==> src/rtl/cordic_nxy_out.sv <==
// Output FIFO and 3-byte frame serializer for CORDIC (nx, ny) result pairs.
// Pairs are drained from the core, buffered, and emitted MSB-first on an 8-bit stream.
module cordic_nxy_out #(
  parameter int unsigned DEPTH = 4
) (
  input  logic       ck,
  input  logic       raz,
  input  logic       rok_nxy_p,
  output logic       rd_nxy_p,
  input  logic [9:0] nx_p,
  input  logic [9:0] ny_p,
  output logic [7:0] out_data_p,
  output logic       out_rok_p,
  input  logic       out_rd_p,
  output logic       busy_p
);

  localparam int unsigned PtrW = (DEPTH > 1) ? $clog2(DEPTH) : 1;
  localparam int unsigned CntW = $clog2(DEPTH + 1);

  typedef enum logic [1:0] {StIdle, StB0, StB1, StB2} state_e;

  logic [19:0]     mem_q [DEPTH];
  logic [PtrW-1:0] wptr_q, wptr_d;
  logic [PtrW-1:0] rptr_q, rptr_d;
  logic [CntW-1:0] count_q, count_d;
  state_e          state_q, state_d;
  logic [19:0]     frame_q, frame_d;
  logic [7:0]      data_q, data_d;

  logic        push;
  logic        pop;
  logic        not_empty;
  logic [19:0] head;

  assign not_empty = (count_q != '0);
  assign head      = mem_q[rptr_q];

  // Ready depends only on registered count, so there is no loop through the core.
  assign rd_nxy_p = (count_q != CntW'(DEPTH));
  assign push     = rok_nxy_p & rd_nxy_p;

  always_comb begin
    pop = 1'b0;
    unique case (state_q)
      StIdle:  pop = not_empty;
      StB2:    pop = out_rd_p & not_empty;
      default: pop = 1'b0;
    endcase
  end

  // Frame layout is {nx, ny}; the three bytes are consecutive 8-bit slices, last one zero-padded.
  always_comb begin
    state_d = state_q;
    frame_d = frame_q;
    data_d  = data_q;
    unique case (state_q)
      StIdle: begin
        if (pop) begin
          state_d = StB0;
          frame_d = head;
          data_d  = head[19:12];
        end
      end
      StB0: begin
        if (out_rd_p) begin
          state_d = StB1;
          data_d  = frame_q[11:4];
        end
      end
      StB1: begin
        if (out_rd_p) begin
          state_d = StB2;
          data_d  = {frame_q[3:0], 4'b0000};
        end
      end
      StB2: begin
        if (out_rd_p) begin
          if (pop) begin
            state_d = StB0;
            frame_d = head;
            data_d  = head[19:12];
          end else begin
            state_d = StIdle;
            data_d  = 8'h00;
          end
        end
      end
      default: begin
        state_d = StIdle;
        data_d  = 8'h00;
      end
    endcase
  end

  always_comb begin
    wptr_d  = push ? wptr_q + PtrW'(1) : wptr_q;
    rptr_d  = pop ? rptr_q + PtrW'(1) : rptr_q;
    count_d = count_q;
    unique case ({push, pop})
      2'b10:   count_d = count_q + CntW'(1);
      2'b01:   count_d = count_q - CntW'(1);
      default: count_d = count_q;
    endcase
  end

  always_ff @(posedge ck or negedge raz) begin
    if (!raz) begin
      wptr_q  <= '0;
      rptr_q  <= '0;
      count_q <= '0;
      state_q <= StIdle;
      frame_q <= '0;
      data_q  <= 8'h00;
    end else begin
      wptr_q  <= wptr_d;
      rptr_q  <= rptr_d;
      count_q <= count_d;
      state_q <= state_d;
      frame_q <= frame_d;
      data_q  <= data_d;
    end
  end

  // Storage needs no reset; occupancy is tracked by count.
  always_ff @(posedge ck) begin
    if (push) begin
      mem_q[wptr_q] <= {nx_p, ny_p};
    end
  end

  assign out_data_p = data_q;
  assign out_rok_p  = (state_q != StIdle);
  assign busy_p     = (state_q != StIdle) | not_empty;

endmodule

==> config.mk <==
export PLATFORM = sky130hd
export DESIGN_NAME = cordic_nxy_out
export DESIGN_NICKNAME = d
export VERILOG_FILES = /design/src/rtl/cordic_nxy_out.sv
export SDC_FILE = /design/constraint.sdc
export NUM_CORES = 1
export LEC_CHECK = 0
export CAP_MARGIN = 10
export CORE_ASPECT_RATIO = 0.5
export CORE_UTILIZATION = 50
export CTS_CLUSTER_SIZE = 10
export DETAILED_ROUTE_END_ITERATION = 6
export GPL_TIMING_DRIVEN = 0
export PLACE_DENSITY_LB_ADDON = 0.12
export SLEW_MARGIN = 30
export SYNTH_ARGS = -nofsm -noshare
export SYNTH_HDL_FRONTEND = slang
export SYNTH_SLANG_ARGS = --single-unit
==> constraint.sdc <==
create_clock -name ck -period 2.5 [get_ports ck]
set_clock_uncertainty 0.1 [all_clocks]
set_input_delay 0.5 -clock ck [delete_from_list [all_inputs] [get_ports ck]]
set_output_delay 0.5 -clock ck [all_outputs]
set_load 0.005 [all_outputs]
==> results of run 1 <==
==> layout make-up <==
class                      count  area share
clock buffer                  11      0.0452
sequential                   109       0.608
inverter                       7     0.00510
multi-input combinational    109       0.225
clock inverter                 5      0.0117
buffer                         7     0.00802
timing repair buffer          38      0.0707
tap                          112      0.0272
==> worst max-delay path by stage <==
stage	start	to	depth (start not counted)
2_1_floorplan	state_q[0]	count_q[1]	6
3_3_place_gp	out_rd_p	count_q[1]	6
3_5_place_dp	out_rd_p	count_q[1]	6
4_1_cts	state_q[1]	busy_p	4
5_1_grt	count_q[0]	count_q[2]	7
6_report	state_q[1]	busy_p	4
==> cells by family (layout without fill, tap and decap cells) <==
| family | Yosys count | after routing |
|---|---|---|
| AO/OA/AOI/OAI | 27 | 27 |
| XOR/XNOR | 6 | 6 |
| adder cells (fa/ha/maj) | 11 | 11 |
| buffers and inverters | 14 | 68 |
| flip-flops | 109 | 109 |
| multiplexers | 35 | 35 |
| AND/OR/NAND/NOR | 30 | 30 |
==> routing by layer <==
metal,part of all wire,global-route usage,up-vias
li1,-,-,1006
met1,0.48,0.270,1161
met2,0.48,0.325,34
met3,0.031,0.0616,13
met4,0.012,0.0668,0
met5,0,0,-
==> state kept, by name, indices dropped and copies added (netlist names) <==
name,count
mem_q,80
frame_q,12
out_data_p,8
count_q,3
rptr_q,2
state_q,2
wptr_q,2
==> worst max-delay path: cells and delay by family (launching register included) <==
kind | cells | cell delay [ns]
DFF | 1 | 0.40
and+or+nand+nor | 1 | 0.48
buffers and inverters | 2 | 0.37
adders and majority gates | 1 | 0.16
==> timing repair <==
item                                    4_1_cts  5_1_grt
pin swaps                                     0        0
hold buffers                                  0        0
resized for setup                             5        1
buffers inserted                              4        0
endpoints found under the setup margin        2        1
==> cell usage in the layout, fill, tap and decap left out, drive strengths merged <==
master / instances
ha: 10
nor2b: 1
nor2: 14
nor3b: 1
or4b: 1
inv: 8
bufinv: 1
mux4: 20
dlygate4sd2: 1
buf: 11
a21oi: 14
mux2i: 1
a22oi: 8
mux2: 14
fa: 1
and3: 4
clkinvlp: 1
clkdlybuf4s50: 32
xor2: 2
and2: 1
o21ai: 3
edfxtp: 80
nor3: 4
nand2: 4
clkinv: 2
xnor2: 4
clkbuf: 12
dfrtp: 29
o31ai: 1
o211a: 1
==> power groups by stage <==
stage | Combinational, mW | Sequential [mW] | Clock (mW)
floorplan | 1.62 | 2.71 | 0
global placement | 2.25 | 2.75 | 0
detailed placement | 2.33 | 2.78 | 0
CTS | 2.43 | 2.74 | 1.44
global route | 2.66 | 2.79 | 1.50
finish | 2.41 | 2.74 | 1.41
==> flow_summary.ini, run 1 <==
[sta]
setup_slack_ns = 0.136
final_min_period_over_clock_period = 0.946
max_freq_mhz = 423
slew_headroom = 0.431
grt_setup_unrepaired = false
final_max_slew_viol_count = 0
fin_tns_setup_ns = 0
timing.final.setup_violations = 0
post_layout_minimum_cycle_time_ns = 2.36
hold_viol = 0
hold_ws_ns = 0.102
tightestPinTransition_ns = 0.854

[synth]
synth_warnings = 0
synth-async-reset-ratio = 0.266
yosys-top-cells-area = sky130_fd_sc_hd__edfxtp_1, sky130_fd_sc_hd__dfrtp_1, sky130_fd_sc_hd__mux4_2, sky130_fd_sc_hd__mux2_2, sky130_fd_sc_hd__ha_1
yosys.cell_count.top_type = sky130_fd_sc_hd__edfxtp_1
adder_cell_share_of_the_synthesized_area = 0.0335
synth_compound_gate_area_share = 0.0396
synth_area_um2 = 4330
synth_simple_gate_area_share = 0.0338
yosysSeqAreaShare = 0.723
synth_top_area_share = 0.555
synth_top_family_by_area = multiplexers
mappedNetlistNets = 267
syn-instance-count = 232
synth-xor-area-share = 0.0121
postSynth.topFlopCell = sky130_fd_sc_hd__edfxtp_1
post-synth-top-area-cell = sky130_fd_sc_hd__edfxtp_1
seq_cells_post_synth = 109
synth.mux.area_fraction = 0.143
syn-mean-instance-area_um2 = 18.7
netlist-cell-type-count = 29
yosys-top-cells-count = sky130_fd_sc_hd__edfxtp_1, sky130_fd_sc_hd__dfrtp_1, sky130_fd_sc_hd__mux4_2
synth-edff-count = 80

[drt]
drt-pass1-iter-count = 4
via_count = 2214
remaining_drc_errors = 0
antenna_violating_nets_post_route = 0
route.detailed.vias_per_inst = 5.56
drt_iter0_markers = 142
detail_route.wl_per_cell_um = 20.0
routed_wl_um = 7960

[global_routing]
wire_length_of_the_first_global_routing_pass_um = 12700
grt_antenna_before_repair = 0
first_global_vias = 2304
groute.usage.overall = 0.203
grt_overflow = 0
grt_start_max_net_pins = 30

[floorplan]
coreArea_um2 = 8200
die_width_um = 134
top_level_port_count = 35
dieArea_um2 = 9060
placement_rows = 23
dieHeight_um = 67.8
initial_core_util = 0.528

[critical_path]
critPathMaxStageDelay_ns = 0.48
worstPathRequired_ns = 1.90
crit_path_end_kind = output pin
crit_path_max_fo = 6
crit_type = reg2out
worst_ep_arrival_time_ns = 1.76
rrSetupSlack_ns = 0.21
critical_path.cell_chain = inv_2 > ha_4 > or4b_4 > dlygate4sd2_1
startpoint_type = flip-flop
origin_of_the_critical_flop_to_flop_path = state_q[1]
reg2reg_to = count_q[2]
rr_worst_depth = 9
cpMaxStageDelayCell = sky130_fd_sc_hd__or4b_4

[placed_design]
dpl-instance-area_um2 = 4810
pre_cts_slack_ns = -0.204
post-place-cells = 378
portBuffers = 34
place.detailed.hpwl_um = 5130
gp_congestion = 0.822

[clocking]
cts-buffers-inserted = 9
clock_latency_ns = 0.35
max_h_tree_level = 3
clk_path_buf_depth = 2
clock_sinks = 109
clockRootBuffer = sky130_fd_sc_hd__clkbuf_16
worst_setup_hold_path_clk_slew_ns = 0.07
tritoncts = built

[cells_and_area]
share_of_layout_cells_above_drive_strength_1 = 0.245
layout.cells.non_filler = 398
stdcell_area_um2 = 5150
multiInputGateArea_um2 = 1160
filler_cell_count = 607
num_antenna_cells = 0
design.final.nets = 316
seqCellArea_um2 = 3130
layout-area-overhead-vs-synth_pct = 18.9
layout.core_utilization = 0.628

[power]
p_switching_mw = 2.08
power_per_cell_area_nw_per_um2 = 1270
intPower_mw = 4.48
worst_case_vdd_ir_drop_mv = 0.465
static-leakage-power_nw = 1.83
post-layout-total-power_mw = 6.56
clockPowerShare = 0.215
combPwrFrac = 0.368
sequentialPowerShare = 0.417
proportion_of_total_power_due_to_net_switching = 0.317

[run_status]
status = completed

[worst_hold_path]
min_path_type = in2async

[run]
max_cap_violations = 0
Note: power is estimated with default switching activity, not from simulation.
==> inputs of run 2 (changes only) <==
--- a/config.mk
+++ b/config.mk
@@ -11,7 +11,7 @@
 export CTS_CLUSTER_SIZE = 10
 export DETAILED_ROUTE_END_ITERATION = 6
 export GPL_TIMING_DRIVEN = 0
-export PLACE_DENSITY_LB_ADDON = 0.12
+export PLACE_DENSITY = 0.78
 export SLEW_MARGIN = 30
 export SYNTH_ARGS = -nofsm -noshare
 export SYNTH_HDL_FRONTEND = slang
==> flow_summary.ini, run 2 (synthesized netlist as in run 1, its figures left out) <==
[cells_and_area]
mostFrequentLayoutCell = sky130_fd_sc_hd__edfxtp_1
layout.cells.non_filler = 397
num_antenna_cells = 0
stdcell_area_um2 = 5150
registers.top_by_ff_count = mem_q
layout-area-overhead-vs-synth_pct = 19.0
design.final.nets = 315
share_of_layout_cells_above_drive_strength_1 = 0.246
most_frequent_cells_in_the_layout = sky130_fd_sc_hd__edfxtp_1, sky130_fd_sc_hd__clkdlybuf4s50_1, sky130_fd_sc_hd__dfrtp_1
layout.core_utilization = 0.628
largest_reg_flops = 80

[drt]
route.detailed.vias_per_inst = 5.58
drt-pass1-iter-count = 4
antenna_violating_nets_post_route = 0
drt_iter0_markers = 176
detail_route.wl_per_cell_um = 20.1
remaining_drc_errors = 0
routed_wl_um = 7960
via_count = 2215

[sta]
timing.final.setup_violations = 0
tightestPinTransition_ns = 0.853
grt_setup_unrepaired = false
fin_tns_setup_ns = 0
max_freq_mhz = 426
setup_slack_ns = 0.155
post_layout_minimum_cycle_time_ns = 2.34
final_min_period_over_clock_period = 0.938
slew_headroom = 0.428
hold_viol = 0
hold_ws_ns = 0.102
final_max_slew_viol_count = 0

[clocking]
max_h_tree_level = 3
tritoncts = built
cts_hold_buf = 0
clock_sinks = 109
worst_setup_hold_path_clk_slew_ns = 0.07
clockRootBuffer = sky130_fd_sc_hd__clkbuf_16
clk_path_buf_depth = 2
cts-buffers-inserted = 9
clock_latency_ns = 0.34

[global_routing]
grt_antenna_before_repair = 0
first_global_vias = 2264
grt_overflow = 0
groute.usage.overall = 0.196
grt_start_max_net_pins = 30
wire_length_of_the_first_global_routing_pass_um = 12400

[critical_path]
startpoint_type = flip-flop
worst_ep_arrival_time_ns = 1.74
crit_type = reg2out
critPathMaxStageDelay_ns = 0.46
crit_path_end_kind = output pin
worstPathRequired_ns = 1.90
critical_path.cell_chain = inv_2 > ha_4 > or4b_4 > dlygate4sd2_1
cpMaxStageDelayCell = sky130_fd_sc_hd__or4b_4
crit_path_max_fo = 6

[run_status]
status = completed

[placed_design]
post-place-cells = 378
gp_congestion = 0.770
pre_cts_slack_ns = -0.207
portBuffers = 34
place.detailed.hpwl_um = 5000
dpl-instance-area_um2 = 4810

[floorplan]
die_width_um = 134
placement_rows = 23
top_level_port_count = 35
dieArea_um2 = 9060
coreArea_um2 = 8200
dieHeight_um = 67.8
initial_core_util = 0.528

[power]
power_per_cell_area_nw_per_um2 = 1280
post-layout-total-power_mw = 6.57
static-leakage-power_nw = 1.83
worst_case_vdd_ir_drop_mv = 0.653

[run]
max_cap_violations = 0

[worst_hold_path]
min_path_type = in2async
-- run 2: changes by cell type in the layout (fill, tap and decap cells not counted) --
| cell | previous run | this run |
|---|---|---|
| sky130_fd_sc_hd__buf_4 | 5 | 4 |
| sky130_fd_sc_hd__clkinvlp_4 | 1 | 2 |
| sky130_fd_sc_hd__clkinv_4 | 1 | 0 |
| sky130_fd_sc_hd__clkbuf_8 | 0 | 1 |
| sky130_fd_sc_hd__clkbuf_1 | 3 | 2 |
-- run 2: critical path: cells and delay by family (launching register included) --
family | cells | cell delay, ns
buffers and inverters | 2 | 0.38
DFF | 1 | 0.40
and+or+nand+nor | 1 | 0.46
adders and majority gates | 1 | 0.16
-- run 2: repair_timing --
action / CTS / global route
gates resized for setup: 5 / 1
pin swaps: 0 / 0
setup buffers: 3 / 0
endpoints found under the setup margin: 2 / 1
-- run 2: per-layer routing --
metal	vias to the layer above	GRT usage	wire length [um]
li1	999	-	-
met1	1133	0.250	3400
met2	70	0.331	4030
met3	13	0.0488	354
met4	0	0.0767	175
met5	-	0	0
-- run 2: path summary, 6_finish.rpt --
kind | start | endpoint | slack [ns] | depth (start not counted)
worst max-delay path | state_q[1] | busy_p | 0.16 | 4
worst min-delay path | raz | count_q[1] | 0.10 | 1
worst max register to register | state_q[1] | count_q[2] | 0.22 | 9
worst min register to register | frame_q[1] | frame_q[1] | 0.41 | 1
max in group asynchronous | raz | frame_q[8] | 1.74 | 1
min in group ck | frame_q[1] | frame_q[1] | 0.41 | 1
-- run 2: layout make-up --
class                   count  area [um^2]
clock inverters             5         58.8
well taps                 112          140
inverters                   7         26.3
fillers                   547         3050
plain buffers               7         41.3
multi-input cells         109         1160
flip-flops and latches    109         3130
clock buffers              11          243
repair buffers             37          357
-- run 2: where the power goes --
group / switching [mW] / leakage (nW) / internal [mW] / total (mW)
clock: 0.613 / 0.142 / 0.806 / 1.42
combinational: 1.20 / 0.608 / 1.18 / 2.39
sequential: 0.260 / 1.08 / 2.50 / 2.76
total: 2.08 / 1.83 / 4.50 / 6.57
==> inputs of run 3 (changes only) <==
==> constraint.sdc (replaced) <==
create_clock -name ck -period 2.5 [get_ports ck]
set_clock_uncertainty 0.1 [all_clocks]
set_input_delay 0.5 -clock ck [delete_from_list [all_inputs] [get_ports ck]]
set_output_delay 0.5 -clock ck [all_outputs]
set_load 0.01 [all_outputs]
==> flow_summary.ini, run 3 (synthesized netlist as in run 1, its figures left out) <==
[drt]
drt_iter0_markers = 180
detail_route.wl_per_cell_um = 20.0
remaining_drc_errors = 0
antenna_violating_nets_post_route = 0
routed_wl_um = 7890
via_count = 2207
route.detailed.vias_per_inst = 5.59
drt-pass1-iter-count = 4

[cells_and_area]
most_frequent_cells_in_the_layout = sky130_fd_sc_hd__edfxtp_1, sky130_fd_sc_hd__clkdlybuf4s50_1, sky130_fd_sc_hd__dfrtp_1
filler_cell_count = 547
design.final.nets = 313
registers.top_by_ff_count = mem_q
largest_reg_flops = 80
multiInputGateArea_um2 = 1160
seqCellArea_um2 = 3130
layout.core_utilization = 0.626
layout-area-overhead-vs-synth_pct = 18.6
num_antenna_cells = 0
share_of_layout_cells_above_drive_strength_1 = 0.240
stdcell_area_um2 = 5130
mostFrequentLayoutCell = sky130_fd_sc_hd__edfxtp_1

[sta]
post_layout_minimum_cycle_time_ns = 2.40
max_freq_mhz = 417
setup_slack_ns = 0.0992
tightestPinTransition_ns = 0.860
final_max_slew_viol_count = 0
hold_ws_ns = 0.100
final_min_period_over_clock_period = 0.960
grt_setup_unrepaired = false
timing.final.setup_violations = 0
slew_headroom = 0.423
hold_viol = 0

[global_routing]
grt_start_max_net_pins = 30
grt_overflow = 0
grt_antenna_before_repair = 0
groute.usage.overall = 0.194
first_global_vias = 2251
wire_length_of_the_first_global_routing_pass_um = 12300

[floorplan]
coreArea_um2 = 8200
dieHeight_um = 67.8
placement_rows = 23
initial_core_util = 0.528
top_level_port_count = 35
dieArea_um2 = 9060
die_width_um = 134

[power]
p_switching_mw = 2.09
clockPowerShare = 0.214
sequentialPowerShare = 0.422
static-leakage-power_nw = 1.82
power_per_cell_area_nw_per_um2 = 1280
intPower_mw = 4.48
combPwrFrac = 0.364
worst_case_vdd_ir_drop_mv = 0.637
proportion_of_total_power_due_to_net_switching = 0.318

[placed_design]
gp_congestion = 0.770
dpl-instance-area_um2 = 4810
place.detailed.hpwl_um = 5000
pre_cts_slack_ns = -0.207
portBuffers = 34

[clocking]
clk_path_buf_depth = 2
max_h_tree_level = 3
clock_sinks = 109
cts-buffers-inserted = 9
cts_hold_buf = 0
tritoncts = built
worst_setup_hold_path_clk_slew_ns = 0.07
clockRootBuffer = sky130_fd_sc_hd__clkbuf_16
clock_latency_ns = 0.34

[critical_path]
crit_path_end_kind = output pin
crit_type = reg2out
worstPathRequired_ns = 1.90
startpoint_type = flip-flop
crit_path_max_fo = 6
worst_ep_arrival_time_ns = 1.80
rr_worst_depth = 6

[run_status]
status = completed

[worst_hold_path]
min_path_type = in2async

[run]
max_cap_violations = 0
## run 3: power groups by stage
stage / clock network, mW / logic, mW / registers, mW
after floorplan: 0 / 1.63 / 2.74
after global placement: 0 / 2.24 / 2.76
after CTS: 1.43 / 2.41 / 2.77
after detailed placement: 0 / 2.34 / 2.79
final: 1.41 / 2.39 / 2.77
after global routing: 1.51 / 2.61 / 2.81
## run 3: path summary, 6_finish.rpt
kind / start / end / slack (ns)
min reg2reg: frame_q[1] / frame_q[1] / 0.41
max reg2reg: state_q[1] / count_q[1] / 0.28
min: raz / count_q[1] / 0.1
min in group ck: frame_q[1] / frame_q[1] / 0.41
max in group asynchronous: raz / frame_q[8] / 1.74
max: state_q[1] / busy_p / 0.1
## run 3: timing repair
action	CTS	global route
setup endpoints to repair	2	1
buffers inserted	1	0
resized for setup	5	1
## run 3: metal layers
layer / global-route usage / share of wire / vias up
met3: 0.0488 / 0.038 / 13
li1: - / - / 1000
met4: 0.0767 / 0.022 / 0
met2: 0.327 / 0.51 / 60
met1: 0.249 / 0.43 / 1134
met5: 0 / 0 / -
## run 3: through the flow
step	total power [mW]	cells	TNS (ns)
3_5_place_dp	5.13	378	-0.231
3_3_place_gp	5.00	378	-0.234
4_1_cts	6.60	395	0
6_report	6.57	395	0
5_1_grt	6.93	395	0
2_1_floorplan	4.37	232	0
## run 3: final cells by class
cell class	count	share of cell area
Multi-Input combinational cell	109	0.225
Buffer	7	0.00804
Timing Repair Buffer	35	0.0665
Clock inverter	5	0.0115
Tap cell	112	0.0273
Inverter	7	0.00512
Clock buffer	11	0.0473
Sequential cell	109	0.609
## run 3: critical path: stages, from the launching register on
cell                            delay, ns
sky130_fd_sc_hd__dfrtp_1             0.42
sky130_fd_sc_hd__inv_2               0.12
sky130_fd_sc_hd__ha_4                0.16
sky130_fd_sc_hd__or4b_4              0.46
sky130_fd_sc_hd__dlygate4sd2_1       0.30
